===== src/rtl/morphle_pkg.sv =====
// Shared tokens, channel states and helpers for the Morphle
// yellow-cell match row.
package morphle_pkg;

  typedef logic [1:0] tok_t;

  localparam tok_t VEMPTY = 2'd0;
  localparam tok_t V0     = 2'd1;
  localparam tok_t V1     = 2'd2;

  typedef enum logic [2:0] {
    EMPTY,
    GOT_IN,
    GOT_MATCH,
    FULL,
    DRAIN_IN,
    DRAIN_MATCH
  } ch_state_e;

  function automatic logic tok_valid(input tok_t t);
    return (t == V0) || (t == V1);
  endfunction

  function automatic logic is_fired(input ch_state_e s);
    return (s == FULL) || (s == DRAIN_IN) ||
           (s == DRAIN_MATCH);
  endfunction

endpackage


===== src/rtl/ycsync_ch.sv =====
// One yellow-cell match channel: input synchroniser, RTZ FSM, out reg.
// Error events exist only with YCROW_ILLEGAL_DETECT_EN defined.
module ycsync_ch
  import morphle_pkg::*;
#(
  parameter int SYNC_STAGES = 2
) (
  input  logic       clk,
  input  logic       reset_n,
  input  logic [1:0] in,
  input  logic [1:0] match,
  output logic [1:0] out,
`ifdef YCROW_ILLEGAL_DETECT_EN
  output logic       err_ev,
`endif
  output logic       fire_nxt
);

  tok_t s_in;
  tok_t s_match;

  generate
    if (SYNC_STAGES == 0) begin : g_direct
      assign s_in    = in;
      assign s_match = match;
    end else begin : g_sync
      tok_t q_in [SYNC_STAGES];
      tok_t q_m  [SYNC_STAGES];

      always_ff @(posedge clk or negedge reset_n) begin
        if (!reset_n) begin
          for (int i = 0; i < SYNC_STAGES; i++) begin
            q_in[i] <= VEMPTY;
            q_m[i]  <= VEMPTY;
          end
        end else begin
          q_in[0] <= in;
          q_m[0]  <= match;
          for (int i = 1; i < SYNC_STAGES; i++) begin
            q_in[i] <= q_in[i-1];
            q_m[i]  <= q_m[i-1];
          end
        end
      end

      assign s_in    = q_in[SYNC_STAGES-1];
      assign s_match = q_m[SYNC_STAGES-1];
    end
  endgenerate

  ch_state_e st, st_nxt;
  tok_t      lin, lin_nxt;
  tok_t      lm, lm_nxt;
  tok_t      out_nxt;
  logic      vi, vm;

  assign vi = tok_valid(s_in);
  assign vm = tok_valid(s_match);

  always_comb begin
    st_nxt  = st;
    lin_nxt = lin;
    lm_nxt  = lm;
    unique case (st)
      EMPTY: begin
        if (vi) lin_nxt = s_in;
        if (vm) lm_nxt  = s_match;
        if (vi && vm)  st_nxt = FULL;
        else if (vi)   st_nxt = GOT_IN;
        else if (vm)   st_nxt = GOT_MATCH;
      end
      GOT_IN: begin
        if (!vi) begin
          st_nxt  = EMPTY;
          lin_nxt = VEMPTY;
        end else if (vm) begin
          st_nxt = FULL;
          lm_nxt = s_match;
        end
      end
      GOT_MATCH: begin
        if (!vm) begin
          st_nxt = EMPTY;
          lm_nxt = VEMPTY;
        end else if (vi) begin
          st_nxt  = FULL;
          lin_nxt = s_in;
        end
      end
      FULL: begin
        if (!vi && !vm) begin
          st_nxt  = EMPTY;
          lin_nxt = VEMPTY;
          lm_nxt  = VEMPTY;
        end else if (!vm) begin
          st_nxt = DRAIN_IN;
        end else if (!vi) begin
          st_nxt = DRAIN_MATCH;
        end
      end
      DRAIN_IN: begin
        if (!vi) begin
          st_nxt  = EMPTY;
          lin_nxt = VEMPTY;
          lm_nxt  = VEMPTY;
        end
      end
      DRAIN_MATCH: begin
        if (!vm) begin
          st_nxt  = EMPTY;
          lin_nxt = VEMPTY;
          lm_nxt  = VEMPTY;
        end
      end
      default: begin
        st_nxt  = EMPTY;
        lin_nxt = VEMPTY;
        lm_nxt  = VEMPTY;
      end
    endcase
  end

  // out is registered from next-state so it lands with the state.
  assign fire_nxt = is_fired(st_nxt);

  always_comb begin
    out_nxt = VEMPTY;
    if (fire_nxt)
      out_nxt = (lin_nxt == V1 && lm_nxt == V1) ? V1 : V0;
  end

  always_ff @(posedge clk or negedge reset_n) begin
    if (!reset_n) begin
      st  <= EMPTY;
      lin <= VEMPTY;
      lm  <= VEMPTY;
      out <= VEMPTY;
    end else begin
      st  <= st_nxt;
      lin <= lin_nxt;
      lm  <= lm_nxt;
      out <= out_nxt;
    end
  end

`ifdef YCROW_ILLEGAL_DETECT_EN
  logic chg_in, chg_m;

  assign chg_in = vi && (s_in != lin);
  assign chg_m  = vm && (s_match != lm);

  always_comb begin
    err_ev = (s_in == 2'd3) || (s_match == 2'd3);
    unique case (st)
      GOT_IN:      err_ev = err_ev | chg_in;
      GOT_MATCH:   err_ev = err_ev | chg_m;
      FULL:        err_ev = err_ev | chg_in | chg_m;
      DRAIN_IN:    err_ev = err_ev | vm | chg_in;
      DRAIN_MATCH: err_ev = err_ev | vi | chg_m;
      default:     err_ev = err_ev;
    endcase
  end
`endif

endmodule


===== src/rtl/ycrow_sync.sv =====
// Row of CHANNELS yellow-cell match channels with done/err flags.
// Optional: YCROW_ILLEGAL_DETECT_EN enables the sticky err flag.
module ycrow_sync
  import morphle_pkg::*;
#(
  parameter int CHANNELS    = 8,
  parameter int SYNC_STAGES = 2
) (
  input  logic                  clk,
  input  logic                  reset_n,
  input  logic [2*CHANNELS-1:0] in,
  input  logic [2*CHANNELS-1:0] match,
  output logic [2*CHANNELS-1:0] out,
  output logic                  done,
  output logic                  err
);

  logic [CHANNELS-1:0] fire_nxt;
`ifdef YCROW_ILLEGAL_DETECT_EN
  logic [CHANNELS-1:0] err_ev;
`endif

  for (genvar k = 0; k < CHANNELS; k++) begin : g_ch
    ycsync_ch #(
      .SYNC_STAGES(SYNC_STAGES)
    ) u_ch (
      .clk     (clk),
      .reset_n (reset_n),
      .in      (in[2*k +: 2]),
      .match   (match[2*k +: 2]),
      .out     (out[2*k +: 2]),
`ifdef YCROW_ILLEGAL_DETECT_EN
      .err_ev  (err_ev[k]),
`endif
      .fire_nxt(fire_nxt[k])
    );
  end

  always_ff @(posedge clk or negedge reset_n) begin
    if (!reset_n) done <= 1'b0;
    else          done <= &fire_nxt;
  end

`ifdef YCROW_ILLEGAL_DETECT_EN
  always_ff @(posedge clk or negedge reset_n) begin
    if (!reset_n) err <= 1'b0;
    else          err <= err | (|err_ev);
  end
`else
  assign err = 1'b0;
`endif

endmodule


===== config.mk =====
export PLATFORM = sky130hd
export DESIGN_NAME = ycrow_sync
export DESIGN_NICKNAME = d
export VERILOG_FILES = /design/src/rtl/morphle_pkg.sv /design/src/rtl/ycsync_ch.sv /design/src/rtl/ycrow_sync.sv
export SDC_FILE = /design/constraint.sdc
export NUM_CORES = 1
export LEC_CHECK = 0
export CAP_MARGIN = 5
export CORE_ASPECT_RATIO = 0.9
export CORE_UTILIZATION = 25
export CTS_CLUSTER_SIZE = 30
export DETAILED_ROUTE_END_ITERATION = 8
export GPL_ROUTABILITY_DRIVEN = 0
export SYNTH_ARGS = -nofsm -noshare
export SYNTH_HDL_FRONTEND = slang
export SYNTH_SLANG_ARGS = --single-unit

===== constraint.sdc =====
create_clock -name clk -period 2.6 [get_ports clk]
set_input_delay 0.52 -clock clk [delete_from_list [all_inputs] [get_ports clk]]
set_output_delay 0.52 -clock clk [all_outputs]
set_load 0.03 [all_outputs]

* Word level (Yosys, flattened, before mapping) *
Cells that the tools add are included.

storage, ports and cells
  logic and storage cells = 490
  memory bits (read-only) = 0
  memory bits (writable) = 0
  input bits = 34
  memories = 0
  bits in latches = 0
  register bits = 137

cells by class
  mux-type cells = 216
  equal/unequal tests = 112
  order comparisons = 0
  divide/modulo/power cells = 0
  bitwise gates (word level) = 0
  reductions and logical operators = 97
  shift operators = 0
  add/sub/neg operators = 0
  multipliers = 0

operators with widths
  cell                count
  $mux 3              96
  $mux 2              96
  $pmux 2 s5          16
  $pmux 3 s6          8
  $eq 3x3->1 const B  32
  $eq 3x2->1 const B  24
  $eq 2x2->1 const B  32
  $eq 2x1->1 const B  16
  $logic_or 1x1->1    32
  $reduce_or 2->1     16
  $eq 3x1->1 const B  8
  $logic_and 1x1->1   24
  $logic_not 3->1     8
  $logic_not 1->1     16
  $reduce_and 8->1    1

* Longest topological paths before layout *
Gate-level depths: netlist (run 1).

  word-level depth = 10
  mapped depth = 8
  depth with buffers taken out = 6

* Cells and area by module *
A second synthesis (run 1) with hierarchy kept.

unflattened totals
  cell total of the unflattened synthesis = 654
  area total of the unflattened synthesis = 7269.5 µm²

by module, submodules not included
  module      instances  cells each  seq. area each (µm²)  area an instance (µm²)
  ycsync_ch   8          81          425.4                 902.1
  ycrow_sync  1          6           25.0                  52.6

* Least setup slack after synthesis (run 1) *
No wires, ideal clock.

  path type = register to register
  start = register g_ch[2].u_ch.g_sync.q_m (netlist bit g_ch[2].u_ch.s_match[0])
  end = register done
  data required time = 2504 ps
  cell stages (with the launch flop) = 8
  arrival = 1790 ps
  setup slack = 715 ps
  buffers on the path = 1
  clock period less this slack = 1885 ps
  path through = dfrtp_1 > buf_4 > xor2_2 > nor2_1 > or4b_4 > o21a_1 > nand4bb_1 > nor4_2

between the ends
  longest elaborated chain between the ends = 10
  elaborated cells between the ends (all ways) = 22

ends and longest elaborated chain
  element                                             line                              source
  from (decl)                                         ycsync_ch.sv:28                   tok_t q_m [SYNC_STAGES];
  from (signal, indexed assignment)                   ycsync_ch.sv:41                   q_m[i] <= q_m[i-1];
  $eq 2x1->1 / $eq 2x2->1 (equally long branches)     morphle_pkg.sv:21                 return (t == V0) || (t == V1);
  $logic_or 1x1->1 (*)                                morphle_pkg.sv:21
  $mux 3 / $logic_not 1->1 (equally long branches)    -
  $mux 3 / $logic_and 1x1->1 (equally long branches)  ycsync_ch.sv:69, ycsync_ch.sv:91
  $mux 3 (on tied branches)                           ycsync_ch.sv:68, ycsync_ch.sv:91
  $pmux 3 s6 (*)                                      ycsync_ch.sv:64                   unique case (st)
  $eq 3x2->1 / $eq 3x3->1 (equally long branches)     morphle_pkg.sv:25                 return (s == FULL) || (s == DRAIN_IN) ||
  $logic_or 1x1->1                                    morphle_pkg.sv:25
  $logic_or 1x1->1 (*)                                morphle_pkg.sv:25
  $reduce_and 8->1 (*)                                ycrow_sync.sv:41                  else done <= &fire_nxt;
  to (signal assigned)                                ycrow_sync.sv:41
  to (decl)                                           ycrow_sync.sv:14                  output logic done,

Mark *: on every way between the ends. The rest lies on a longest branch, timed or not.

* Worst setup path in the final report (run 1) *
  start = register g_ch[2].u_ch.g_sync.q_in (netlist bit g_ch[2].u_ch.s_in[1])
  end = register done

between the ends
  longest elaborated chain between the ends = 10
  elaborated cells between the ends (all ways) = 22

ends and longest elaborated chain
  element                                             line                              source
  from (decl)                                         ycsync_ch.sv:27                   tok_t q_in [SYNC_STAGES];
  from (signal, indexed assignment)                   ycsync_ch.sv:40                   q_in[i] <= q_in[i-1];
  $eq 2x1->1 / $eq 2x2->1 (equally long branches)     morphle_pkg.sv:21
  $logic_or 1x1->1 (*)                                morphle_pkg.sv:21
  $mux 3 / $logic_not 1->1 (equally long branches)    -
  $mux 3 / $logic_and 1x1->1 (equally long branches)  ycsync_ch.sv:95, ycsync_ch.sv:91
  $mux 3                                              ycsync_ch.sv:91                   if (!vi && !vm) begin
  $pmux 3 s6 (*)                                      ycsync_ch.sv:64
  $eq 3x2->1 / $eq 3x3->1 (equally long branches)     morphle_pkg.sv:25
  $logic_or 1x1->1                                    morphle_pkg.sv:25
  $logic_or 1x1->1 (*)                                morphle_pkg.sv:25
  $reduce_and 8->1 (*)                                ycrow_sync.sv:41

Marks and branches as above.

==> metrics.md, run 1 <==
| Metric | Value |
|---|---|
| R2R cell count | 6 |
| Synth unique cells | 69 |
| Syn nets | 724 |
| Yosys warning total | 0 |
| Top_reg_cell synth | dfrtp_1 |
| Initial antenna violation count | 0 |
| Critical path arrival | 2590 ps |
| Crit path buffers/inverters | 0 |
| DR pass1 iterations | 5 |
| CTS Buffer Depth | 2 |
| WL final | 14500 um |
| Cell depth of the worst setup path | 6 |
| Final Max Tran Viols | 0 |
| ANT cells | 0 |
| CTS Buf Count | 17 |
| Routed vias | 5193 |
| Root buffer cell | clkbuf_16 |
| Vias in the first global route | 4736 |
| Synth Area per Inst | 10.0 um^2 |
| Fin util | 0.309 |
| Depth of the CTS H-tree | 4 |
| Final nets | 763 |
| First-pass GRT wire length | 24400 um |
| P_leak | 3.47 nW |
| Synth top area share | 0.494 |
| CP Capture Type | flop |
| Setup ws final | 345 ps |
| Post-CTS setup buffers | 0 |
| CP delay by family, top | simple AND/OR/NAND/NOR gates |
| RSZ-0062 raised after global routing | false |
| DRT antenna net count | 0 |
| Worst stage delay on the critical path | 580 ps |
| Clock Latency Late Sink | 420 ps |
| Initial Util | 0.256 |
| Fraction of layout instances using a drive strength above 1 | 0.0916 |
| Crit-path cells | xor2_2 > nor2_2 > or4b_4 > o21a_1 > nand4bb_1 > nor4_2 |
| Core ar. | 27100 um^2 |
| Mapped cell area | 6930 um^2 |
| Async SR Flop Fraction | 1.00 |
| Pwr/cell area | 1000 nW/um^2 |
| Clock transition at the registers of the reported paths | 70 ps |
| FILL cells | 2792 |
| Sum Neg Setup Slack | 0 ps |
| WP data required | 2940 ps |
| Die Y | 160 um |
| Max Clk Rate | 443 MHz |
| Top post-synthesis cells by area | dfrtp_1 49%, o21ai_0 3.6%, a21oi_1 3.2% |
| Final setup vio count | 0 |
| Congestion Overflow GR | 0 |
| Most frequent cells after synthesis | 137 x dfrtp_1, 50 x nand2_1, 50 x o21ai_0 |
| Largest net degree at the start of global routing | 51 |
| Most frequent cell after synthesis | dfrtp_1 |
| Cell Count Post-Placement | 1064 |
| Outcome | finished clean |
| Final Cycle Share | 0.867 |
| Vias per cell | 4.74 |
| Endpoints failing hold | 0 |
| Post-Synthesis Cells | 690 |
| DRC | 0 |
| CTS tree | done |
| Post-DP HPWL | 9630 um |
| Area Overhead vs Synth | 20.8% |
| DR WL/cell | 13.2 um |
| Slew margin rel. | 0.532 |
| Slew @ Worst Pin | 697 ps |
| IO Port Bufs | 50 |
| DRT iter0 DRCs | 503 |
| Hold Crit Class | primary input to asynchronous set/reset pin |
| Setup Skew | 9.52 ps |
| CP max-delay cell | dfrtp_1 |
| VDD IR max | 0.502 mV |
| Die ar. | 28400 um^2 |
| Flop and latch count out of synthesis | 137 |
| Die X | 178 um |
| Critical path class | flop to flop |
| Placement Setup Slack | 380 ps |
| Resize count post-CTS | 0 |
| Worst-path fanout max | 9 |
| Fin crit period | 2260 ps |
| Post-CTS Hold Buffers | 0 |
| Top cell type by total area after synthesis | dfrtp_1 |
| Max_cap viols | 0 |
| Overall global routing resource usage | 0.108 |
| IO Pins | 52 |
| CTS sink count | 137 |
| Worst setup SP type | flop |
| Sequential area share after synthesis | 0.494 |
| FP Rows | 57 |
| Post-synth EDFFs | 0 |
| Number of cells in the finished layout apart from fillers | 1096 |
==> power breakdown <==
part	internal (W)	switching (W)
clock network	0.00139	0.00106
logic	0.00121	0.00144
registers	0.00261	0.000676
total	0.00520	0.00318
==> cell type report <==
type	instances	area, um^2	area share
Timing Repair Buffer	61	597	0.0712
Tap cell	354	443	0.0529
Clock buffer	18	439	0.0524
Sequential cell	137	3430	0.409
Inverter	40	150	0.0179
Clock inverter	14	150	0.0179
Multi-Input combinational cell	472	3170	0.378
==> routing by layer <==
metal | routed length (um) | up-vias | global-route usage
li1 | - | 2566 | -
met3 | 522 | 10 | 0.0312
met2 | 6290 | 103 | 0.151
met4 | 154 | 0 | 0.0389
met5 | 0 | - | 0
met1 | 7480 | 2514 | 0.156
==> final timing paths <==
path / from / endpoint / slack, ps
max: g_ch[2].u_ch.s_in[1] / done / 340
min: reset_n / g_ch[4].u_ch.lm[0] / 30
max reg2reg: g_ch[2].u_ch.s_in[1] / done / 340
min reg2reg: g_ch[2].u_ch.g_sync.q_in[3] / g_ch[2].u_ch.s_in[1] / 340
max in group asynchronous: reset_n / g_ch[5].u_ch.lin[0] / 1880
min in group clk: g_ch[2].u_ch.g_sync.q_in[3] / g_ch[2].u_ch.s_in[1] / 340
==> registers in the layout, indices dropped and copies added, names as in the netlist <==
name,count
g_ch.u_ch.st,24
g_ch.u_ch.g_sync.q_m,16
g_ch.u_ch.s_match,16
g_ch.u_ch.out,16
g_ch.u_ch.lin,16
done,1
g_ch.u_ch.s_in,16
g_ch.u_ch.g_sync.q_in,16
g_ch.u_ch.lm,16
==> worst reg2reg max path, stage by stage, from the launching register on <==
cell and delay (ps):
dfrtp_1 580, xor2_2 300, nor2_2 90, or4b_4 500, o21a_1 170, nand4bb_1 290
nor4_2 250
==> cell usage in the layout (no fill, tap or decap), types with 6 or more instances in the layout <==
cell,instances
dfrtp_1,137
o21ai_0,50
nand2_1,50
nor2_1,49
clkdlybuf4s50_1,49
a21oi_1,45
inv_1,40
xnor2_1,19
a211oi_1,17
clkbuf_16,17
xor2_1,14
nor3_1,13
nand2b_1,12
a31oi_1,11
a22oi_1,10
buf_4,10
xnor2_2,8
a21boi_0,8
a221o_1,8
nor3b_1,8
nor2b_1,8
maj3_1,7
o21bai_1,7
nand3_1,7
inv_6,7
o211ai_1,6
a211o_1,6
mux2i_1,6
and3_1,6
o31ai_1,6
==> cell families (layout without fill, tap and decap cells) <==
family | count (synthesis) | in the layout | synth area share
muxes | 7 | 7 | 0.0103
buffers and inverters | 81 | 133 | 0.0482
DFF | 137 | 137 | 0.494
adders and majority gates | 7 | 7 | 0.0101
xor gates and xnor gates | 46 | 46 | 0.0747
and+or+nand+nor | 188 | 188 | 0.144
other | 1 | 1 | 0.000541
AOI/OAI and AO/OA | 223 | 223 | 0.218
==> per-stage QoR <==
| step | instance area (um^2) | hold WS (ps) | total power [W] |
|---|---|---|---|
| final | 8380 | 27.8 | 0.00838 |
| after global routing | 8380 | 58.4 | 0.00900 |
| after CTS | 8380 | 30.5 | 0.00845 |
| after detailed placement | 7790 | 335 | 0.00594 |
| after global placement | 7790 | 332 | 0.00594 |
| after floorplan | 6930 | 224 | 0.00520 |
Power figures use the tool's default switching activity.
==> inputs of run 2 (changes only) <==
--- a/config.mk
+++ b/config.mk
@@ -5,7 +5,6 @@
 export SDC_FILE = /design/constraint.sdc
 export NUM_CORES = 1
 export LEC_CHECK = 0
-export CAP_MARGIN = 5
 export CORE_ASPECT_RATIO = 0.9
 export CORE_UTILIZATION = 25
 export CTS_CLUSTER_SIZE = 30
==> results of run 2 <==
The final DEF is identical to that of run 1; final timing and power are the same.
